`src/rtl/seq_det_pkg.sv`:
```
`default_nettype none
// ============================================================================
// Module      : seq_det_pkg
// Description : Shared types and constants for the serial 11101 detector:
//               detector state encoding, controller state encoding and the
//               pattern itself.
// Revision    : 1.0 - initial release
// ============================================================================
package seq_det_pkg;

    // Detector progress through the pattern: S0 = nothing, S4 = "1110" seen
    typedef enum logic [2:0] {
        S0 = 3'b000,
        S1 = 3'b001,
        S2 = 3'b010,
        S3 = 3'b011,
        S4 = 3'b100
    } det_state_t;

    // Word serializer controller
    typedef enum logic [0:0] {
        IDLE  = 1'b0,
        SHIFT = 1'b1
    } ctrl_state_t;

    // Pattern searched for in the serial bit stream (MSB is the oldest bit)
    localparam logic [4:0] c_pattern = 5'b11101;

endpackage
`default_nettype wire

```
`src/rtl/seq_det_core.sv`:
```
`default_nettype none
// ============================================================================
// Module      : seq_det_core
// Description : Mealy recogniser for the 11101 pattern. The state only moves
//               when bit_en is high; match is the unregistered Mealy output
//               that flags "this enabled bit completes the pattern" and is
//               registered by the enclosing controller.
//               Build option: define SEQ_OVERLAP_EN to let the final 1 of a
//               match start the next pattern (overlapping detection).
// Revision    : 1.0 - initial release
// ============================================================================
module seq_det_core
    import seq_det_pkg::*;
(
    input  logic clk,
    input  logic reset,
    input  logic bit_en,
    input  logic bit_in,
    output logic match
);

    det_state_t r_state;
    det_state_t w_state_next;

    // The last step of the pattern is S4 receiving the final pattern bit
    assign match = bit_en && (r_state == S4) && (bit_in == c_pattern[0]);

    // Next-state table for one consumed bit
    always_comb begin
        w_state_next = r_state;
        case (r_state)
            S0: w_state_next = bit_in ? S1 : S0;
            S1: w_state_next = bit_in ? S2 : S0;
            S2: w_state_next = bit_in ? S3 : S0;
            S3: w_state_next = bit_in ? S3 : S4;
            S4: begin
`ifdef SEQ_OVERLAP_EN
                // The completing 1 doubles as the first bit of the next pattern
                w_state_next = bit_in ? S1 : S0;
`else
                w_state_next = S0;
`endif
            end
            default: w_state_next = S0;
        endcase
    end

    // State register; holds across words so patterns may straddle them
    always_ff @(posedge clk or negedge reset) begin
        if (!reset) begin
            r_state <= S0;
        end else if (bit_en) begin
            r_state <= w_state_next;
        end
    end

endmodule
`default_nettype wire

```
`src/rtl/seq_det_ctrl.sv`:
```
`default_nettype none
// ============================================================================
// Module      : seq_det_ctrl
// Description : Accepts DATA_W-bit words, serializes them MSB-first into the
//               11101 detector, counts matches (saturating) and raises a
//               sticky irq when the count reaches a programmable threshold.
//               Build option: SEQ_OVERLAP_EN (see seq_det_core).
// Revision    : 1.0 - initial release
// ============================================================================
module seq_det_ctrl
    import seq_det_pkg::*;
#(
    parameter int DATA_W = 8,
    parameter int CNT_W  = 8
) (
    input  logic              clk,
    input  logic              reset,
    input  logic              in_valid,
    input  logic [DATA_W-1:0] in_data,
    output logic              in_ready,
    input  logic [CNT_W-1:0]  thresh,
    input  logic              clr,
    output logic              busy,
    output logic              match,
    output logic [CNT_W-1:0]  match_cnt,
    output logic              irq
);

    localparam int c_bit_w = (DATA_W > 1) ? $clog2(DATA_W) : 1;

    ctrl_state_t        r_state;
    logic [DATA_W-1:0]  r_shreg;
    logic [c_bit_w-1:0] r_bitcnt;
    logic               r_in_ready;
    logic               r_busy;
    logic               r_match;
    logic [CNT_W-1:0]   r_match_cnt;
    logic               r_irq;

    logic               w_bit_en;
    logic               w_bit_in;
    logic               w_hit;
    logic [CNT_W-1:0]   w_cnt_next;

    assign w_bit_en = (r_state == SHIFT);
    assign w_bit_in = r_shreg[DATA_W-1];

    seq_det_core u_core (
        .clk    (clk),
        .reset  (reset),
        .bit_en (w_bit_en),
        .bit_in (w_bit_in),
        .match  (w_hit)
    );

    // Count value after this hit, held at all-ones instead of wrapping
    assign w_cnt_next = (&r_match_cnt) ? r_match_cnt : r_match_cnt + 1'b1;

    // Serializer: one load cycle in IDLE, then DATA_W shift cycles
    always_ff @(posedge clk or negedge reset) begin
        if (!reset) begin
            r_state    <= IDLE;
            r_shreg    <= '0;
            r_bitcnt   <= '0;
            r_in_ready <= 1'b1;
            r_busy     <= 1'b0;
        end else begin
            case (r_state)
                IDLE: begin
                    if (in_valid) begin
                        r_shreg    <= in_data;
                        r_bitcnt   <= c_bit_w'(DATA_W - 1);
                        r_state    <= SHIFT;
                        r_in_ready <= 1'b0;
                        r_busy     <= 1'b1;
                    end
                end
                SHIFT: begin
                    r_shreg <= r_shreg << 1;
                    if (r_bitcnt == '0) begin
                        // Bit on the detector this cycle is the word's last
                        r_state    <= IDLE;
                        r_in_ready <= 1'b1;
                        r_busy     <= 1'b0;
                    end else begin
                        r_bitcnt <= r_bitcnt - 1'b1;
                    end
                end
                default: begin
                    r_state    <= IDLE;
                    r_in_ready <= 1'b1;
                    r_busy     <= 1'b0;
                end
            endcase
        end
    end

    // Match pulse, saturating counter and sticky irq; clr wins over a hit
    always_ff @(posedge clk or negedge reset) begin
        if (!reset) begin
            r_match     <= 1'b0;
            r_match_cnt <= '0;
            r_irq       <= 1'b0;
        end else begin
            r_match <= w_hit;
            if (clr) begin
                r_match_cnt <= '0;
                r_irq       <= 1'b0;
            end else if (w_hit) begin
                r_match_cnt <= w_cnt_next;
                // Only a counting edge can reach the threshold, so lowering
                // thresh beneath the current count never fires irq
                if ((thresh != '0) && (w_cnt_next == thresh)) begin
                    r_irq <= 1'b1;
                end
            end
        end
    end

    assign in_ready  = r_in_ready;
    assign busy      = r_busy;
    assign match     = r_match;
    assign match_cnt = r_match_cnt;
    assign irq       = r_irq;

endmodule
`default_nettype wire

```
`config.mk`:
```
export PLATFORM = sky130hd
export DESIGN_NAME = seq_det_ctrl
export DESIGN_NICKNAME = d
export VERILOG_FILES = /design/src/rtl/seq_det_pkg.sv /design/src/rtl/seq_det_core.sv /design/src/rtl/seq_det_ctrl.sv
export SDC_FILE = /design/constraint.sdc
export NUM_CORES = 1
export LEC_CHECK = 0
export ABC_AREA = 1
export ABC_CLOCK_PERIOD_IN_PS = 3250
export CORE_MARGIN = 1.5
export CORE_UTILIZATION = 45
export DETAILED_ROUTE_END_ITERATION = 8
export GPL_TIMING_DRIVEN = 0
export PLACE_DENSITY = 0.76
export SYNTH_ARGS = -nofsm -noshare
export SYNTH_HDL_FRONTEND = slang
export SYNTH_SLANG_ARGS = --single-unit
```
`constraint.sdc`:
```
create_clock -name clk -period 3.25 [get_ports clk]
set_clock_uncertainty 0.1 [all_clocks]
set_input_delay 0.325 -clock clk [delete_from_list [all_inputs] [get_ports clk]]
set_output_delay 0.325 -clock clk [all_outputs]
set_load 0.05 [all_outputs]
```
# ---- After elaboration in Yosys (flattened, before gate mapping)
# Index checks and enable logic that the tools add are counted.
dict set report word_totals {
  ff_bits 27
}
dict set report op_classes {
  add_sub_neg 2
  eq_ne 8
  muxes 25
  n_bitwise 1
  reduce_logical 12
}
# op count
set op_table {}
lappend op_table {{8-bit two-way mux} 4}
lappend op_table {{8-bit one-hot mux with 2 select lines} 1}
lappend op_table {{3-bit one-hot mux with 4 select lines} 1}
lappend op_table {{1-bit two-way mux} 10}
lappend op_table {{3-bit two-way mux} 3}
lappend op_table {{8-bit by 1-bit adder with 8-bit output (second input constant)} 1}
lappend op_table {{8-bit equality test} 1}
lappend op_table {{8-bit AND reduction} 1}
lappend op_table {{8-bit nonzero test} 1}
lappend op_table {{3-bit by 2-bit equality test with 1-bit output (second input constant)} 2}
lappend op_table {{3-bit logical NOT} 2}
lappend op_table {{1-bit one-hot mux with 2 select lines} 3}
lappend op_table {{3-bit one-hot mux with 2 select lines} 1}
lappend op_table {{2-bit AND reduction} 3}
lappend op_table {{2-bit two-way mux} 2}
lappend op_table {{2-bit != test (second input constant)} 2}
lappend op_table {{2-bit nonzero test} 2}
lappend op_table {{3-bit by 1-bit equality test with 1-bit output (second input constant)} 1}
lappend op_table {{3-bit equality test (second input constant)} 1}
lappend op_table {{1-bit logical AND} 3}
lappend op_table {{3-bit by 1-bit subtractor with 3-bit output (second input constant)} 1}
lappend op_table {{2-bit by 1-bit != test with 1-bit output (second input constant)} 1}
lappend op_table {{1-bit inverter} 1}

# ---- Logic depth before layout (Yosys ltp)
# Gate-level depths: netlist of run 1.
dict set report depth {
  ltp_word 7
  depth_mapped 11
}

# ---- Modules after synthesis
# From an unflattened synthesis of run 1, not the netlist that was laid out.
dict set report hier_totals {
  hier_cells 216
  area_unflattened_um2 1542.7
}
# module instances cells_per_inst area_each_um2
set modules_own_cells {}
lappend modules_own_cells {seq_det_ctrl 1 190 1380.1}
lappend modules_own_cells {seq_det_core 1 26 162.7}

# ---- Worst setup path before layout of run 1
# No wires, ideal clock.
dict set report synth_path {
  path_type {register to register}
  startpoint {reg r_match_cnt[1] (netlist: match_cnt[1])}
  endpoint {reg r_irq (netlist: irq)}
  arrival_time_ps 1887
  required_ps 3077
  slack_ps 1190
  stages_incl_launch_ff 11
  synth_period_minus_slack_ps 2060
  path_cell_list {dfrtp_1 ha_1 nand3_1 inv_2 nand2_4 buf_6 o211ai_2 nand2_1 nor2_1 nand3_1 a21oi_2}
}
dict set report synth_between {
  elab_chain_len 6
  word_cells_on_any_way 7
  cone_classes {1 x add/sub; 1 x eq/ne; 1 x mux; 4 x reduce/logical}
}
# item line
set synth_lines {}
lappend synth_lines {{start, declared} seq_det_ctrl.sv:37} ;# logic [CNT_W-1:0] r_match_cnt;
lappend synth_lines {{start signal, assigned} seq_det_ctrl.sv:110} ;# r_match_cnt <= w_cnt_next;
lappend synth_lines {{8-bit by 1-bit adder with 8-bit output / 8-bit AND reduction (equally long branches)} seq_det_ctrl.sv:57} ;# assign w_cnt_next = (&r_match_cnt) ? r_match_cnt : r_match_cnt + 1'b1;
lappend synth_lines {{8-bit two-way mux (*)} seq_det_ctrl.sv:57}
lappend synth_lines {{8-bit equality test (*)} seq_det_ctrl.sv:113} ;# if ((thresh != '0) && (w_cnt_next == thresh)) begin
lappend synth_lines {{1-bit logical AND (*)} seq_det_ctrl.sv:113}
lappend synth_lines {{2-bit nonzero test (no source line) (*)} --}
lappend synth_lines {{2-bit AND reduction (no source line) (*)} --}
lappend synth_lines {{end signal, assigned} seq_det_ctrl.sv:103} ;# r_irq <= 1'b0;
lappend synth_lines {{end signal, assigned} seq_det_ctrl.sv:108} ;# r_irq <= 1'b0;
lappend synth_lines {{end signal, assigned} seq_det_ctrl.sv:114} ;# r_irq <= 1'b1;
lappend synth_lines {{end, declared} seq_det_ctrl.sv:38} ;# logic r_irq;
# Mark *: on every way between the ends. The rest lies on a longest branch, timed or not.
# A chain may end at the register's enable or synchronous reset.

# ---- Worst setup path in the final report of run 1
dict set report layout_path {
  startpoint {reg r_match_cnt[3] (netlist: match_cnt[3])}
  endpoint {out match_cnt[3]}
}
# item line
set layout_rtl {}
lappend layout_rtl {{end, declared} seq_det_ctrl.sv:25} ;# output logic [CNT_W-1:0] match_cnt,
# No word-level cell between the ends.

==> summary.md, run 1 <==
| Metric | Value |
|---|---|
| Sequential share of power | `0.489` |
| Minimum clock period | `~2.1 ns` |
| Die Span Y | `60.9 µm` |
| Largest net degree at the start of global routing | `28` |
| Synth Warn # | `0` |
| Core Util, Final | `0.609` |
| Maxcap violations | `0` |
| CTS Buf Count | `3` |
| Static leakage | `0.954 nW` |
| Yosys cell types | `24` |
| Hold Vio Cnt, Final | `0` |
| Clk pwr share | `0.141` |
| Post-CTS Hold Buffers | `0` |
| CTS tree | `done` |
| Avg Inst Size Synth | `about 7.4 µm²` |
| Startpoint Class | `register` |
| #FFs+latches synth | `27` |
| DR WL/cell | `roughly 11 µm` |
| Initial drt markers | `97` |
| Routed wire length | `about 3200 µm` |
| RSZ-0062 raised after global routing | `no` |
| Place WS | `around 1.4 ns` |
| Layout net count | `~270` |
| Internal power | `between 0.6 and 0.7 mW` |
| Worst path slowest cell | `clkdlybuf4s50_1` |
| CP endpoint kind | `output port` |
| Core ar. | `0.00313 mm²` |
| H-tree depth | `1` |
| Cells after synthesis | `a little over 200` |
| Vias/cell | `roughly 4.9` |
| CP bufs+invs | `1` |
| Least-Margin Pin Slew | `between 0.5 and 0.6 ns` |
| Postcts setup bufs | `0` |
| Most area-consuming cells after synthesis | `dfrtp_1 (43%), nand2_1 (15%), nand3_1 (10%)` |
| Layout fillers | `308` |
| Row Count | `20` |
| Crit path to | `match_cnt[3]` |
| Initial antenna violation count | `0` |
| CP cell instances | `clkdlybuf4s50_1` |
| WP depth | `1` |
| Fraction of layout cells with a size suffix above 1 | `0.0498` |
| Clock Tree Root | `clkbuf_4` |
| P_sw | `approximately 0.38 mW` |
| Max Root-Sink Buffers | `2` |
| Total number of vias | `about 1400` |
| First-pass GRT wire length | `5170 µm` |
| Worst Setup SP | `match_cnt[3]` |
| Reg2Reg Depth | `10` |
| Area leader, netlist | `dfrtp_1` |
| Most frequent cells in the layout | `nand2_1 (62), nand3_1 (31), clkdlybuf4s50_1 (30)` |
| Register area share after synthesis | `0.449` |
| Setup violations, final | `0` |
| Cell family with the largest share of critical-path delay | `buffers and inverters` |
| Critical path data required time | `between 2 and 3 ns` |
| Crit path DAT | `1.71 ns` |
| Fraction of power spent switching nets | `0.385` |
| Pre-Repair DR Iteration Count | `4` |
| Most common cell after layout, fill and taps aside | `nand2_1` |
| Hold WC Path Type | `register to register` |
| Design area | `~0.0019 mm²` |
| Slew headroom | `0.615` |
| Max FO, Critical Path | `7` |
| DPL Wire Length | `about 2400 µm` |
| Gr ovfl total | `0` |
| Vias in the first global route | `around 1100` |
| Post-cts sizing count | `0` |
| Pwr Density | `522 mW/mm²` |
| Max Slew Vio Count | `0` |
| Horiz. Die Dim | `60.9 µm` |
| Port Buffers | `31` |
| Critical path class | `register to output port` |
| Antenna-violating nets left | `0` |
| Post-Syn Nets | `228` |
| Insertion delay to the later sink of the worst-skew pair | `around 0.32 ns` |
| Total Neg Setup Slack | `0 ns` |
| Fmax achieved | `between 0.4 and 0.5 GHz` |
| Top-Level Pins | `32` |
| Status | `complete, no violations` |
| Die Area | `approximately 0.0037 mm²` |
| Worst IR Drop VDD | `0.379 mV` |
| RePlAce Congestion | `around 0.86` |
| Diodes inserted | `0` |
| Initial Utilization | `0.482` |
| Tot GR Track Use | `0.190` |
| Internal reg-to-reg setup slack | `approximately 1.3 ns` |
| Combinational share of power | `0.370` |
| Fin crit share | `0.657` |
| Reg2reg end | `irq` |
| Worst-path clk slew | `between 0.1 and 0.15 ns` |
| Proportion of netlist area held by the largest area contributor | `0.432` |
| Final setup margin | `around 1.1 ns` |
| Design Power | `between 0.9 and 1 mW` |
| RR Startpoint | `match_cnt[1]` |
| Crit-path max cell delay | `0.88 ns` |
| Area Growth Syn to Fin | `26.4%` |
| Clk sink count | `27` |
| Residual DRC count | `0` |
| Post-Syn Area | `between 0.0015 and 0.002 mm²` |
| Area post-placement | `approximately 0.0019 mm²` |
worst reg2reg max path: cells and delay by family (launching register included):
| family | cells | cell delay [ns] |
|---|---|---|
| simple gates | 5 | 0.51 |
| flops | 1 | 0.47 |
| fa+ha+maj | 1 | 0.26 |
| buf+inv | 2 | 0.26 |
| compound gates | 2 | 0.26 |
registers in the layout, summed over array words and instances, names as in the netlist:
signal,flops
match_cnt,8
r_shreg,8
r_bitcnt,3
u_core.r_state,3
busy,1
in_ready,1
irq,1
match,1
r_state,1
routing by layer:
metal  global-route usage  up-vias  share of wire
met1                0.284      624           0.51
li1                     -      737              -
met3               0.0448        2          0.033
met4               0.0466        0         0.0085
met2                0.280       24           0.45
met5                    0        -              0
final cells by class:
cell class                 instances  area (µm²)  share of cell area
clock inverter                     1        5.00             0.00263
sequential                        27         677               0.355
tap                               44        55.1              0.0289
clock buffer                       3        22.5              0.0118
multi-input combinational        145         699               0.367
buffer                             3        18.8             0.00985
inverter                          30         113              0.0591
timing repair buffer              32         315               0.165
Yosys cell counts (all sizes together):
cell type	n
xor2	2
o21ai	14
dfrtp	26
clkbuf	2
nand4	5
inv	28
dfstp	1
buf	1
clkinv	2
ha	3
nand2	63
nand3	31
o22ai	1
nor2	16
xnor2	1
o211ai	3
a31oi	2
a21oi	3
o21bai	1
how the worst min path moves through the flow:
stage	from	to	slack, ns	cells past startpoint
floorplan	reset	busy	-0.07	0
global placement	in_ready	in_ready	0.36	2
detailed placement	in_ready	in_ready	0.37	2
CTS	in_ready	in_ready	0.39	2
global route	in_ready	in_ready	0.39	2
finish	in_ready	in_ready	0.38	2
kinds of logic (layout without fill, tap and decap cells):
logic type | count (synthesis) | count (layout) | synth area share
xor gates and xnor gates | 3 | 3 | 0.0174
DFF | 27 | 27 | 0.449
buffers and inverters | 33 | 69 | 0.0871
and+or+nand+nor | 115 | 115 | 0.327
AOI/OAI and AO/OA | 24 | 24 | 0.0946
adders and majority gates | 3 | 3 | 0.0249
power by group through the flow:
stage               registers, mW  logic [mW]  clock network [mW]
finish                      0.486       0.367               0.140
global route                0.497       0.415               0.157
CTS                         0.485       0.371               0.146
detailed placement          0.491       0.368                   0
global placement            0.490       0.360                   0
floorplan                   0.534       0.205                   0
per-stage QoR:
stage	hold slack (ns)	std cells
floorplan	-0.0706	205
global placement	0.363	280
detailed placement	0.367	280
CTS	0.387	284
global route	0.395	285
finish	0.381	285
Power figures use the tool's default switching activity.
==> run 2: changes to the inputs <==
ABC_CLOCK_PERIOD_IN_PS = 2000   (was 3250)
clock period = 2 ns   (was 3.25 ns; I/O delays follow)
==> run 2 against run 1 <==
Compared with the run above: cell count did not move; sequential cell count did not move; design area rose by 0.72%; sequential power rose by 62%; first-iteration DRC count fell by 23%; sequential share of layout area fell by 0.12 points; clock-buffer cell count rose by 1; combinational power rose by 62%; core utilization rose by 0.44 points; via count rose by 2.7%; clock power rose by 65%; largest power group unchanged.
==> summary.md, run 2 (same netlist as run 1, synthesis figures left out) <==
| Metric | Value |
|---|---|
| Insertion delay to the later sink of the worst-skew pair | `roughly 0.32 ns` |
| DR WL/cell | `about 12 µm` |
| Area Growth Syn to Fin | `27.3%` |
| Slew headroom | `0.604` |
| Clock Tree Root | `clkbuf_4` |
| Initial drt markers | `between 70 and 80` |
| DPL Wire Length | `between 2000 and 2500 µm` |
| Initial antenna violation count | `0` |
| Cells after DPL | `between 200 and 300` |
| Pwr Density | `between 800 and 900 mW/mm²` |
| Routed wire length | `3300 µm` |
| Largest net degree at the start of global routing | `28` |
| Vias/cell | `between 4 and 5` |
| Total number of vias | `1424` |
| Startpoint Class | `register` |
| Initial Utilization | `0.482` |
| Max FO, Critical Path | `6` |
| Final setup margin | `~0.064 ns` |
| Maxcap violations | `0` |
| Reg2Reg Depth | `11` |
| Hold Vio Cnt, Final | `0` |
| Horiz. Die Dim | `~61 µm` |
| Setup violations, final | `0` |
| Diodes inserted | `0` |
| Crit-path max cell delay | `0.84 ns` |
| Postcts setup bufs | `0` |
| DRT met1 WL | `1580 µm` |
| Met2 wire length | `approximately 1600 µm` |
| Fin Hold WS | `just over 0.3 ns` |
| Gr ovfl total | `0` |
| Cell family with the largest share of critical-path delay | `buffers and inverters` |
| Pre-Repair DR Iteration Count | `4` |
| Design Power | `around 1.6 mW` |
| CP endpoint kind | `output port` |
| Most common cell after layout, fill and taps aside | `nand2_1` |
| Row Count | `20` |
| Critical path class | `register to output port` |
| CTS tree | `done` |
| Reg2reg end | `irq` |
| Max Slew Vio Count | `0` |
| Worst IR Drop VDD | `between 0.6 and 0.7 mV` |
| Static leakage | `~1.0 nW` |
| Port Buffers | `31` |
| Antenna-violating nets left | `0` |
| Least-Margin Pin Slew | `around 0.59 ns` |
| Area post-placement | `~0.0019 mm²` |
| RSZ-0062 raised after global routing | `no` |
| Design area | `~0.0019 mm²` |
| Fmax achieved | `0.517 GHz` |
| Top-Level Pins | `32` |
| Crit path DAT | `approximately 1.6 ns` |
| Die Area | `0.00371 mm²` |
| Critical path data required time | `between 1.5 and 2 ns` |
| RePlAce Congestion | `between 0.9 and 1` |
| Place WS | `approximately 0.16 ns` |
| Met3 Routed Length | `121 µm` |
| Max layer used | `met4` |
| Residual DRC count | `0` |
| Hold WC Path Type | `input port to async pin` |
| Clk sink count | `27` |
| CP cell instances | `clkdlybuf4s50_1` |
| Fin crit share | `0.968` |
| Die Span Y | `roughly 60 µm` |
| Status | `complete, no violations` |
| Core Util, Final | `0.614` |
| Total Neg Setup Slack | `0 ns` |
| CTS Buf Count | `3` |
| Tot GR Track Use | `0.200` |
| Most frequent cells in the layout | `nand2_1 (62), nand3_1 (31), inv_1 (27)` |
| Worst-path clk slew | `0.13 ns` |
| Vias in the first global route | `1231` |
| Internal reg-to-reg setup slack | `0.13 ns` |
| Core ar. | `0.00313 mm²` |
| CP bufs+invs | `1` |
| First-pass GRT wire length | `~5300 µm` |
| Layout net count | `~270` |
| Minimum clock period | `1.94 ns` |
| Fraction of layout cells with a size suffix above 1 | `0.0581` |
| H-tree depth | `1` |
| Worst path slowest cell | `clkdlybuf4s50_1` |
| Max Root-Sink Buffers | `2` |
| RR Startpoint | `match_cnt[1]` |
| Non-filler cells, final | `285` |
run 2: cell types whose count changed in the layout (fill, tap and decap cells not counted), sizes merged:
cell and change:
dlymetal6s2s +4, clkbuf +1, clkinv -1, clkdlybuf4s50 -4
run 2: worst max-delay path by stage:
stage / cells after the start / start / endpoint / slack [ns]
2_1_floorplan: 10 / match_cnt[1] / irq / 0.12
3_3_place_gp: 11 / match_cnt[0] / irq / 0.16
3_5_place_dp: 1 / reset / match_cnt[1] / 0.16
4_1_cts: 1 / in_ready / in_ready / 0.003
5_1_grt: 1 / match_cnt[4] / match_cnt[4] / 0.007
6_report: 1 / match_cnt[4] / match_cnt[4] / 0.06
run 2: final cells by class:
| cell class | instances | area, µm² |
|---|---|---|
| plain buffers | 3 | 18.8 |
| clock buffers | 4 | 26.3 |
| fillers | 308 | 1210 |
| inverters | 30 | 113 |
| multi-input cells | 145 | 702 |
| flip-flops and latches | 27 | 679 |
| well taps | 44 | 55.1 |
| repair buffers | 32 | 325 |
run 2: routing by layer:
metal / track usage / vias to the layer above
met4: 0.0714 / 0
met1: 0.267 / 647
met2: 0.316 / 33
met3: 0.0490 / 2
li1: - / 742
met5: 0 / -
run 2: where the power goes:
part           total [mW]  switching, mW  leakage, nW  internal (mW)
Sequential          0.789         0.0885        0.350          0.700
Clock               0.231          0.152       0.0150         0.0781
Combinational       0.593          0.376        0.643          0.217
run 2: timing repair:
item                                    in CTS  in global routing
endpoints found under the hold margin        0                 26
endpoints found under the setup margin       0                  5
gates resized for setup                      0                  5
hold buffers                                 0                  1
